$ cat src/rtl/mult_pkg.sv
// Shared types and defaults for the arbitrated sequential multiplier.
//   DefaultBits : default operand width
//   req_id_t    : requester identifier (0 = req0, 1 = req1)
//   state_e     : control FSM states
package mult_pkg;

  localparam int unsigned DefaultBits = 8;

  typedef logic req_id_t;

  typedef enum logic [2:0] {
    StIdle,
    StLoad,
    StAdd,
    StSub,
    StShift,
    StDone
  } state_e;

endpackage

$ cat src/rtl/mult_datapath.sv
// Shift-add datapath for a signed (two's-complement) sequential multiplier.
// Holds the accumulator A, its extension/sign bit X and the multiplier
// register B. The strobes from the controller select the operation:
//   load_en  : A <= 0, X <= 0, B <= mplier
//   add_en   : {X,A} <= {X,A} + sext(mcand)   (BITS+1 bits)
//   sub_en   : {X,A} <= {X,A} - sext(mcand)   (BITS+1 bits)
//   shift_en : {X,A,B} <= {X,A,B} >>> 1
// Ports:
//   clk, rst_n   : clock, asynchronous active-low reset
//   mcand        : multiplicand (signed)
//   mplier       : multiplier (signed), loaded into B
//   b_next_lsb   : B[1], i.e. the bit that becomes B[0] after the next shift
//   prod         : {A,B}, the signed product once all bits are consumed
module mult_datapath
  import mult_pkg::*;
#(
  parameter int unsigned BITS = DefaultBits
) (
  input  logic              clk,
  input  logic              rst_n,
  input  logic              load_en,
  input  logic              add_en,
  input  logic              sub_en,
  input  logic              shift_en,
  input  logic [BITS-1:0]   mcand,
  input  logic [BITS-1:0]   mplier,
  output logic              b_next_lsb,
  output logic [2*BITS-1:0] prod
);

  logic            x_q, x_d;
  logic [BITS-1:0] a_q, a_d;
  logic [BITS-1:0] b_q, b_d;
  logic [BITS:0]   acc;
  logic [BITS:0]   opnd;
  logic [BITS:0]   sum;

  always_comb begin
    // Outside ADD/SUB, X always equals A's MSB, so {X,A} is the
    // sign-extended partial product and BITS+1 bits cannot overflow.
    acc  = {x_q, a_q};
    opnd = {mcand[BITS-1], mcand};
    sum  = sub_en ? (acc - opnd) : (acc + opnd);

    x_d = x_q;
    a_d = a_q;
    b_d = b_q;
    if (load_en) begin
      x_d = 1'b0;
      a_d = '0;
      b_d = mplier;
    end else if (add_en || sub_en) begin
      x_d = sum[BITS];
      a_d = sum[BITS-1:0];
    end else if (shift_en) begin
      // Arithmetic shift: X keeps its value and refills A's MSB.
      a_d = {x_q, a_q[BITS-1:1]};
      b_d = {a_q[0], b_q[BITS-1:1]};
    end
  end

  always_ff @(posedge clk or negedge rst_n) begin
    if (!rst_n) begin
      x_q <= 1'b0;
      a_q <= '0;
      b_q <= '0;
    end else begin
      x_q <= x_d;
      a_q <= a_d;
      b_q <= b_d;
    end
  end

  assign b_next_lsb = b_q[1];
  assign prod       = {a_q, b_q};

endmodule

$ cat src/rtl/mult_arb_seq.sv
// Two-requester, round-robin arbitrated sequential signed multiplier.
// One product is computed at a time with a shift-add FSM; the last
// multiplier bit (sign bit) is subtracted instead of added so the result is
// an exact two's-complement product.
// Ports:
//   Clk, Reset_n             : clock (rising edge), async active-low reset
//   reqN_valid / reqN_ready  : requester N handshake (ready only in IDLE)
//   reqN_a / reqN_b          : signed multiplicand / multiplier
//   rsp_valid / rsp_ready    : product handshake, held in DONE until taken
//   rsp_id, rsp_prod         : owner of the product, 2*BITS signed product
//   add_en, sub_en, shift_en : datapath strobes (ADD / SUB / SHIFT states)
//   busy                     : high whenever the FSM is not IDLE
//   cnt0, cnt1               : per-requester completion counters
// Build option: define MULT_ARB_STATS_EN to enable the completion counters;
// otherwise cnt0/cnt1 are tied to zero and no counter flops exist.
module mult_arb_seq
  import mult_pkg::*;
#(
  parameter int unsigned BITS = DefaultBits
) (
  input  logic              Clk,
  input  logic              Reset_n,
  input  logic              req0_valid,
  output logic              req0_ready,
  input  logic [BITS-1:0]   req0_a,
  input  logic [BITS-1:0]   req0_b,
  input  logic              req1_valid,
  output logic              req1_ready,
  input  logic [BITS-1:0]   req1_a,
  input  logic [BITS-1:0]   req1_b,
  output logic              rsp_valid,
  input  logic              rsp_ready,
  output req_id_t           rsp_id,
  output logic [2*BITS-1:0] rsp_prod,
  output logic              add_en,
  output logic              sub_en,
  output logic              shift_en,
  output logic              busy,
  output logic [15:0]       cnt0,
  output logic [15:0]       cnt1
);

  localparam int unsigned     CntW    = $clog2(BITS + 1);
  localparam logic [CntW-1:0] LastBit = CntW'(BITS - 1);

  state_e          state_q, state_d;
  logic [CntW-1:0] cnt_q, cnt_d;
  req_id_t         last_q;
  req_id_t         id_q;
  logic [BITS-1:0] mcand_q;
  logic [BITS-1:0] mplier_q;

  logic idle;
  logic pick1;
  logic grant0;
  logic grant1;
  logic accept;
  logic load_en;
  logic b_next_lsb;
  logic rsp_fire;

  // Arbitration. last_q == 1 means req1 was served last, so req0 wins a tie.
  // Reset_n gates the grants so ready stays low while reset is asserted.
  assign idle   = (state_q == StIdle);
  assign pick1  = req1_valid & (~req0_valid | ~last_q);
  assign grant0 = Reset_n & idle & req0_valid & ~pick1;
  assign grant1 = Reset_n & idle & pick1;
  assign accept = grant0 | grant1;

  assign req0_ready = grant0;
  assign req1_ready = grant1;

  assign rsp_valid = (state_q == StDone);
  assign busy      = ~idle;
  assign rsp_id    = id_q;
  assign rsp_fire  = rsp_valid & rsp_ready;

  always_comb begin
    state_d  = state_q;
    cnt_d    = cnt_q;
    load_en  = 1'b0;
    add_en   = 1'b0;
    sub_en   = 1'b0;
    shift_en = 1'b0;

    unique case (state_q)
      StIdle: begin
        if (accept) begin
          state_d = StLoad;
        end
      end
      StLoad: begin
        load_en = 1'b1;
        cnt_d   = '0;
        // Bit 0 is never the final bit (BITS >= 4), so it is always added.
        state_d = mplier_q[0] ? StAdd : StShift;
      end
      StAdd: begin
        add_en  = 1'b1;
        state_d = StShift;
      end
      StSub: begin
        sub_en  = 1'b1;
        state_d = StShift;
      end
      StShift: begin
        shift_en = 1'b1;
        cnt_d    = cnt_q + CntW'(1);
        if (cnt_q == LastBit) begin
          state_d = StDone;
        end else if (b_next_lsb) begin
          // The next bit processed is the sign bit: it carries weight -2^(BITS-1).
          state_d = (cnt_q == (LastBit - CntW'(1))) ? StSub : StAdd;
        end else begin
          state_d = StShift;
        end
      end
      StDone: begin
        if (rsp_ready) begin
          state_d = StIdle;
        end
      end
      default: begin
        state_d = StIdle;
      end
    endcase
  end

  always_ff @(posedge Clk or negedge Reset_n) begin
    if (!Reset_n) begin
      state_q  <= StIdle;
      cnt_q    <= '0;
      last_q   <= 1'b1;
      id_q     <= 1'b0;
      mcand_q  <= '0;
      mplier_q <= '0;
    end else begin
      state_q <= state_d;
      cnt_q   <= cnt_d;
      if (accept) begin
        mcand_q  <= grant1 ? req1_a : req0_a;
        mplier_q <= grant1 ? req1_b : req0_b;
        id_q     <= grant1;
        last_q   <= grant1;
      end
    end
  end

  mult_datapath #(
    .BITS(BITS)
  ) u_datapath (
    .clk       (Clk),
    .rst_n     (Reset_n),
    .load_en   (load_en),
    .add_en    (add_en),
    .sub_en    (sub_en),
    .shift_en  (shift_en),
    .mcand     (mcand_q),
    .mplier    (mplier_q),
    .b_next_lsb(b_next_lsb),
    .prod      (rsp_prod)
  );

`ifdef MULT_ARB_STATS_EN
  logic [15:0] cnt0_q;
  logic [15:0] cnt1_q;

  always_ff @(posedge Clk or negedge Reset_n) begin
    if (!Reset_n) begin
      cnt0_q <= '0;
      cnt1_q <= '0;
    end else if (rsp_fire) begin
      if (id_q) begin
        cnt1_q <= cnt1_q + 16'd1;
      end else begin
        cnt0_q <= cnt0_q + 16'd1;
      end
    end
  end

  assign cnt0 = cnt0_q;
  assign cnt1 = cnt1_q;
`else
  logic unused_rsp_fire;
  assign unused_rsp_fire = rsp_fire;
  assign cnt0 = '0;
  assign cnt1 = '0;
`endif

endmodule

$ cat config.mk
export PLATFORM = sky130hd
export DESIGN_NAME = mult_arb_seq
export DESIGN_NICKNAME = d
export VERILOG_FILES = /design/src/rtl/mult_pkg.sv /design/src/rtl/mult_datapath.sv /design/src/rtl/mult_arb_seq.sv
export SDC_FILE = /design/constraint.sdc
export NUM_CORES = 1
export LEC_CHECK = 0
export ABC_AREA = 1
export CAP_MARGIN = 20
export CORE_ASPECT_RATIO = 1.5
export CORE_UTILIZATION = 52
export CTS_BUF_LIST = sky130_fd_sc_hd__clkbuf_4 sky130_fd_sc_hd__clkbuf_8
export CTS_CLUSTER_DIAMETER = 100
export DETAILED_ROUTE_END_ITERATION = 16
export PLACE_DENSITY = 0.89
export SYNTH_ARGS = -nofsm -noshare
export SYNTH_HDL_FRONTEND = slang
export SYNTH_SLANG_ARGS = --single-unit
$ cat constraint.sdc
create_clock -name Clk -period 5.4 [get_ports Clk]
set_clock_uncertainty 0.2 [all_clocks]
set_input_delay 1.35 -clock Clk [delete_from_list [all_inputs] [get_ports Clk]]
set_output_delay 1.35 -clock Clk [all_outputs]
set_load 0.005 [all_outputs]
Word level (Yosys, flattened, before mapping)
Index checks and enable logic that the tools add are counted.
W data, S select, Z words.

cells by class
  add/sub/neg operators = 3
  equal/unequal tests = 10
  muxes and demuxes = 23
  bitwise gates (word level) = 11
  reduce and logical (&&, ||, !) cells = 9

operator list
  cell                   number
  $mux W8                8
  $mux W3                5
  $pmux W3 S5            1
  $add A9 B9 Y9          1
  $mux W9                1
  $sub A9 B9 Y9          1
  $eq A4 B3 Y1 const B   2
  $pmux W4 S2            1
  $mux W1                7
  $eq A3 B2 Y1 const B   2
  $eq A3 B3 Y1 const B   2
  $reduce_bool A2 Y1     3
  $and A1 B1 Y1          5
  $add A4 B1 Y4 const B  1
  $ne A2 B1 Y1 const B   2
  $not A1 Y1             4
  $reduce_and A2 Y1      2
  $eq A3 B1 Y1 const B   1
  $logic_not A3 Y1       1
  $reduce_bool A3 Y1     1
  $ne A2 B2 Y1 const B   1
  $or A1 B1 Y1           2
  $reduce_or A2 Y1       1
  $logic_or A1 B1 Y1     1

word-level totals
  register bits after elaboration = 42
  output and inout port bits = 56
  word-level logic and storage cells = 65

Longest topological paths before layout
Gate-level depths: netlist of run 1.

  depth in word-level cells = 8
  depth in mapped cells = 17

Hierarchy
A second synthesis of run 1 with hierarchy kept.

second synthesis, totals
  cell total of the unflattened synthesis = 415
  area total of the unflattened synthesis = 3030.4 um2

by module, submodules not included
  module         instances  cells each  area an instance (um2)  seq. area each (um2)
  mult_arb_seq   1          213         1580.3                  626.9
  mult_datapath  1          202         1450.1                  425.4

Worst setup path before layout of run 1
OpenSTA, ideal clock, no wires.

  path type = input to output
  start = in req0_valid
  end = out req1_ready
  arrival = 1.891 ns
  path slack = 1.959 ns
  stages = 6
  buffers on the path = 1
  path through = nand2_1 -> nand2_1 -> inv_1 -> nand3_4 -> inv_4 -> buf_6

on the way
  longest elaborated chain between the ends = 4

ends and longest elaborated chain
  item           line                source
  from (decl)    mult_arb_seq.sv:23  input logic req0_valid,
  $not A1 Y1     mult_arb_seq.sv:65  assign pick1 = req1_valid & (~req0_valid | ~last_q);
  $or A1 B1 Y1   mult_arb_seq.sv:65
  $and A1 B1 Y1  mult_arb_seq.sv:65
  $and A1 B1 Y1  mult_arb_seq.sv:67  assign grant1 = Reset_n & idle & pick1;
  to (decl)      mult_arb_seq.sv:28  output logic req1_ready,

Every way passes these cells.

Worst setup path in the final report of run 1
Ends and elaborated chain as after synthesis.

==> impl_metrics.yaml, run 1 <==
setup_path:
  crit_type: "in -> out"
  required_ns: 3.85
  start_kind: "input pin"
  r2r_start: "state_q[2]"
  r2r-end: "u_datapath.a_q[7]"
  r2r_cells: 14
  crit_arrival_ns: 3.10
  end_kind: "output pin"
  reg2reg_slack_ns: 2.62
  worstPathMaxFanout: 28
timing:
  rsz0062_at_grt: "no"
  post-route-period-util_pct: 86.07
  finalSetupViolCount: 0
  timing.fmax_mhz: 215.1
  final.min_clock_period_ns: 4.648
  drv_slew: 0
  setup_tns_ns: 0
  tightest_slew_ns: 0.5366
  hold_viol: 0
  slew_headroom_pct: 64.23
pwr:
  clkPwrFrac_pct: 12.5
  p_sw_share_pct: 45.46
  power.leakage_nw: 1.650
  p_comb_share_pct: 58.1
  max-vdd-ir-drop_uv: 352.9
  power_switching_w: 0.0009242
  power_frac_seq_pct: 29.3
  power.internal_w: 0.001109
  p_per_area_nw_per_um2: 588.3
  p_total_w: 0.002033
finish:
  syn2layout_area_growth_pct: 21.41
  drive_gt1_share_pct: 7.260
  final_cells: 495
  antenna_cells: 0
  final_util_pct: 66.39
  finalNetCount: 475
worst_hold_path:
  min-delay-start: "last_q"
  whs_path_depth: 2
  holdPathEnd: "last_q"
  hold_path.class: "reg -> reg"
clock_tree:
  hold_buffers: 0
  cts.sinks: 42
  cts_setup_buffers: 0
  clockBufferDepth: 2
  numCtsBuffers: 5
  ctsResizeCount: 0
  h-tree-depth: 2
  cts_tree: "done"
  clock_latency_ns: 0.30
  cts_root_buffer: "clkbuf_8"
  cts.reportedPaths.clkPinSlew_ns: 0.07
logic_synthesis:
  ys_seq_elements: 42
  yosysUniqueCellTypes: 36
  syn_inst: 368
  synthTopCellsByCount: "nand2_1, dfrtp_1, buf_4, inv_1, nor2_1"
  dominantRegCellSynth: "dfrtp_1"
  async_flop_share_pct: 100.0
  synth.most_common_cell: "nand2_1"
  syn_area_per_cell_um2: 7.735
  synth_warnings: 0
  syn-cell-area_um2: 2846
  ys_seq_area_share_pct: 36.97
  synthTopCellsByArea: "dfrtp_1, buf_4, nand2_1"
  synth_edf_count: 0
  synth_top_area_share_pct: 36.04
  yosysTopAreaCell: "dfrtp_1"
drt:
  wl_per_cell_um: 12.79
  drtIter0Drc: 88
  drc: 0
  routed_wl_mm: 6.333
  postRouteAntennaNets: 0
  routed_via_density: 5.152
  dr.pass1.iters: 4
  route.vias.total: 2550
place:
  dp_hpwl_mm: 4.733
  placedCellCount: 487
  globalplace.congestion: 0.8992
  numPortBuffers: 60
floorplan:
  die_h_um: 92.62
  die_x_um: 62.41
  pin_count: 93
  num_rows: 32
  initial_utilization_pct: 54.69
  core-area_um2: 5205
  fp.dieArea_um2: 5780
grt:
  grt_pass1_wl_mm: 10.45
  grt_pass1_vias: 2414
  grt_max_degree: 43
  overflow: 0
  antenna_found_initial: 0
  grtUsageTotal_pct: 22.77
status:
  status: "completed"
run:
  cap_violations: 0
## final cells by class
type / count / area [um2]
multi-input cells: 275 / 1445
fillers: 449 / 1749
clock inverters: 2 / 37.54
well taps: 68 / 85.08
repair buffers: 61 / 603.1
clock buffers: 6 / 76.32
inverters: 41 / 156.4
flip-flops and latches: 42 / 1052
## kinds of logic after synthesis
logic type	after synthesis	synth area share, %
other	1	0.1317
and+or+nand+nor	141	22.99
xor gates and xnor gates	8	2.462
AOI/OAI and AO/OA	82	15.56
buffers and inverters	82	16.35
adders and majority gates	12	5.538
DFF	42	36.97
## flip-flops by register name, summed over array words and instances (netlist names)
| name | cells |
|---|---|
| cnt_q | 4 |
| last_q | 1 |
| mcand_q | 8 |
| mplier_q | 8 |
| rsp_id | 1 |
| state_q | 3 |
| u_datapath.a_q | 8 |
| u_datapath.b_q | 8 |
| u_datapath.x_q | 1 |
## worst max-delay path: stages
cell and delay [ns]:
clkdlybuf4s50_1 0.44, nand2_1 0.08, nand2_1 0.04, inv_1 0.10, nand3_4 0.28, inv_4 0.27, clkdlybuf4s50_1 0.53
## worst max-delay path by stage
stage	startpoint	endpoint	depth (start not counted)
after floorplan	req0_valid	req1_ready	6
after global placement	req0_valid	req1_ready	7
after CTS	req0_valid	req1_ready	7
final	req0_valid	req1_ready	7
after global routing	req0_valid	req1_ready	7
after detailed placement	req0_valid	req1_ready	7
## placed cells by master (no fill, tap or decap), drive strengths merged, types with 2 or more instances in the layout
| cell type | synthesis | final |
|---|---|---|
| conb | 1 | 32 |
| or2 | 2 | 2 |
| buf | 41 | 2 |
| nand3 | 26 | 26 |
| ha | 11 | 11 |
| o21ai | 48 | 48 |
| nor2 | 38 | 38 |
| a31oi | 7 | 7 |
| nor3 | 3 | 3 |
| clkbuf | 0 | 6 |
| a21oi | 13 | 13 |
| o22ai | 10 | 10 |
| inv | 41 | 41 |
| nand4 | 3 | 3 |
| xor2 | 7 | 7 |
| nand2 | 68 | 68 |
| clkdlybuf4s50 | 0 | 59 |
| dfrtp | 41 | 41 |
## metrics by stage
step | instance area [um2] | setup WS, ns | hold slack (ns)
after floorplan | 2963 | 1.959 | 0.2433
after global placement | 3342 | 0.7841 | 0.2561
after detailed placement | 3342 | 0.7612 | 0.2684
after CTS | 3456 | 0.7497 | 0.2790
after global routing | 3456 | 0.5958 | 0.3054
final | 3456 | 0.7520 | 0.2773
## power by group through the flow
stage	combinational (W)	clock (W)	sequential, W
2_1_floorplan	0.000863	0	0.000572
4_1_cts	0.00118	0.000257	0.000595
3_5_place_dp	0.00117	0	0.000600
3_3_place_gp	0.00113	0	0.000593
5_1_grt	0.00134	0.000272	0.000614
6_report	0.00118	0.000255	0.000597
## layer usage
| layer | up-vias | track usage [%] | share of wire [%] |
|---|---|---|---|
| met5 | - | 0 | 0 |
| met4 | 0 | 10.08 | 2.9 |
| met3 | 20 | 3.571 | 5.0 |
| met2 | 98 | 41.58 | 52 |
| met1 | 1167 | 25.76 | 40 |
| li1 | 1265 | - | - |
No activity file was read; power rests on OpenSTA's default activity.
==> run 2: changes to the inputs <==
CAP_MARGIN = 25   (was 20)
==> results of run 2 <==
Final layout, timing and power as in run 1 (identical DEF).
==> run 3: changes to the inputs <==
CAP_MARGIN = default   (was 25)
==> results of run 3 <==
Final layout, timing and power as in run 1 (identical DEF).
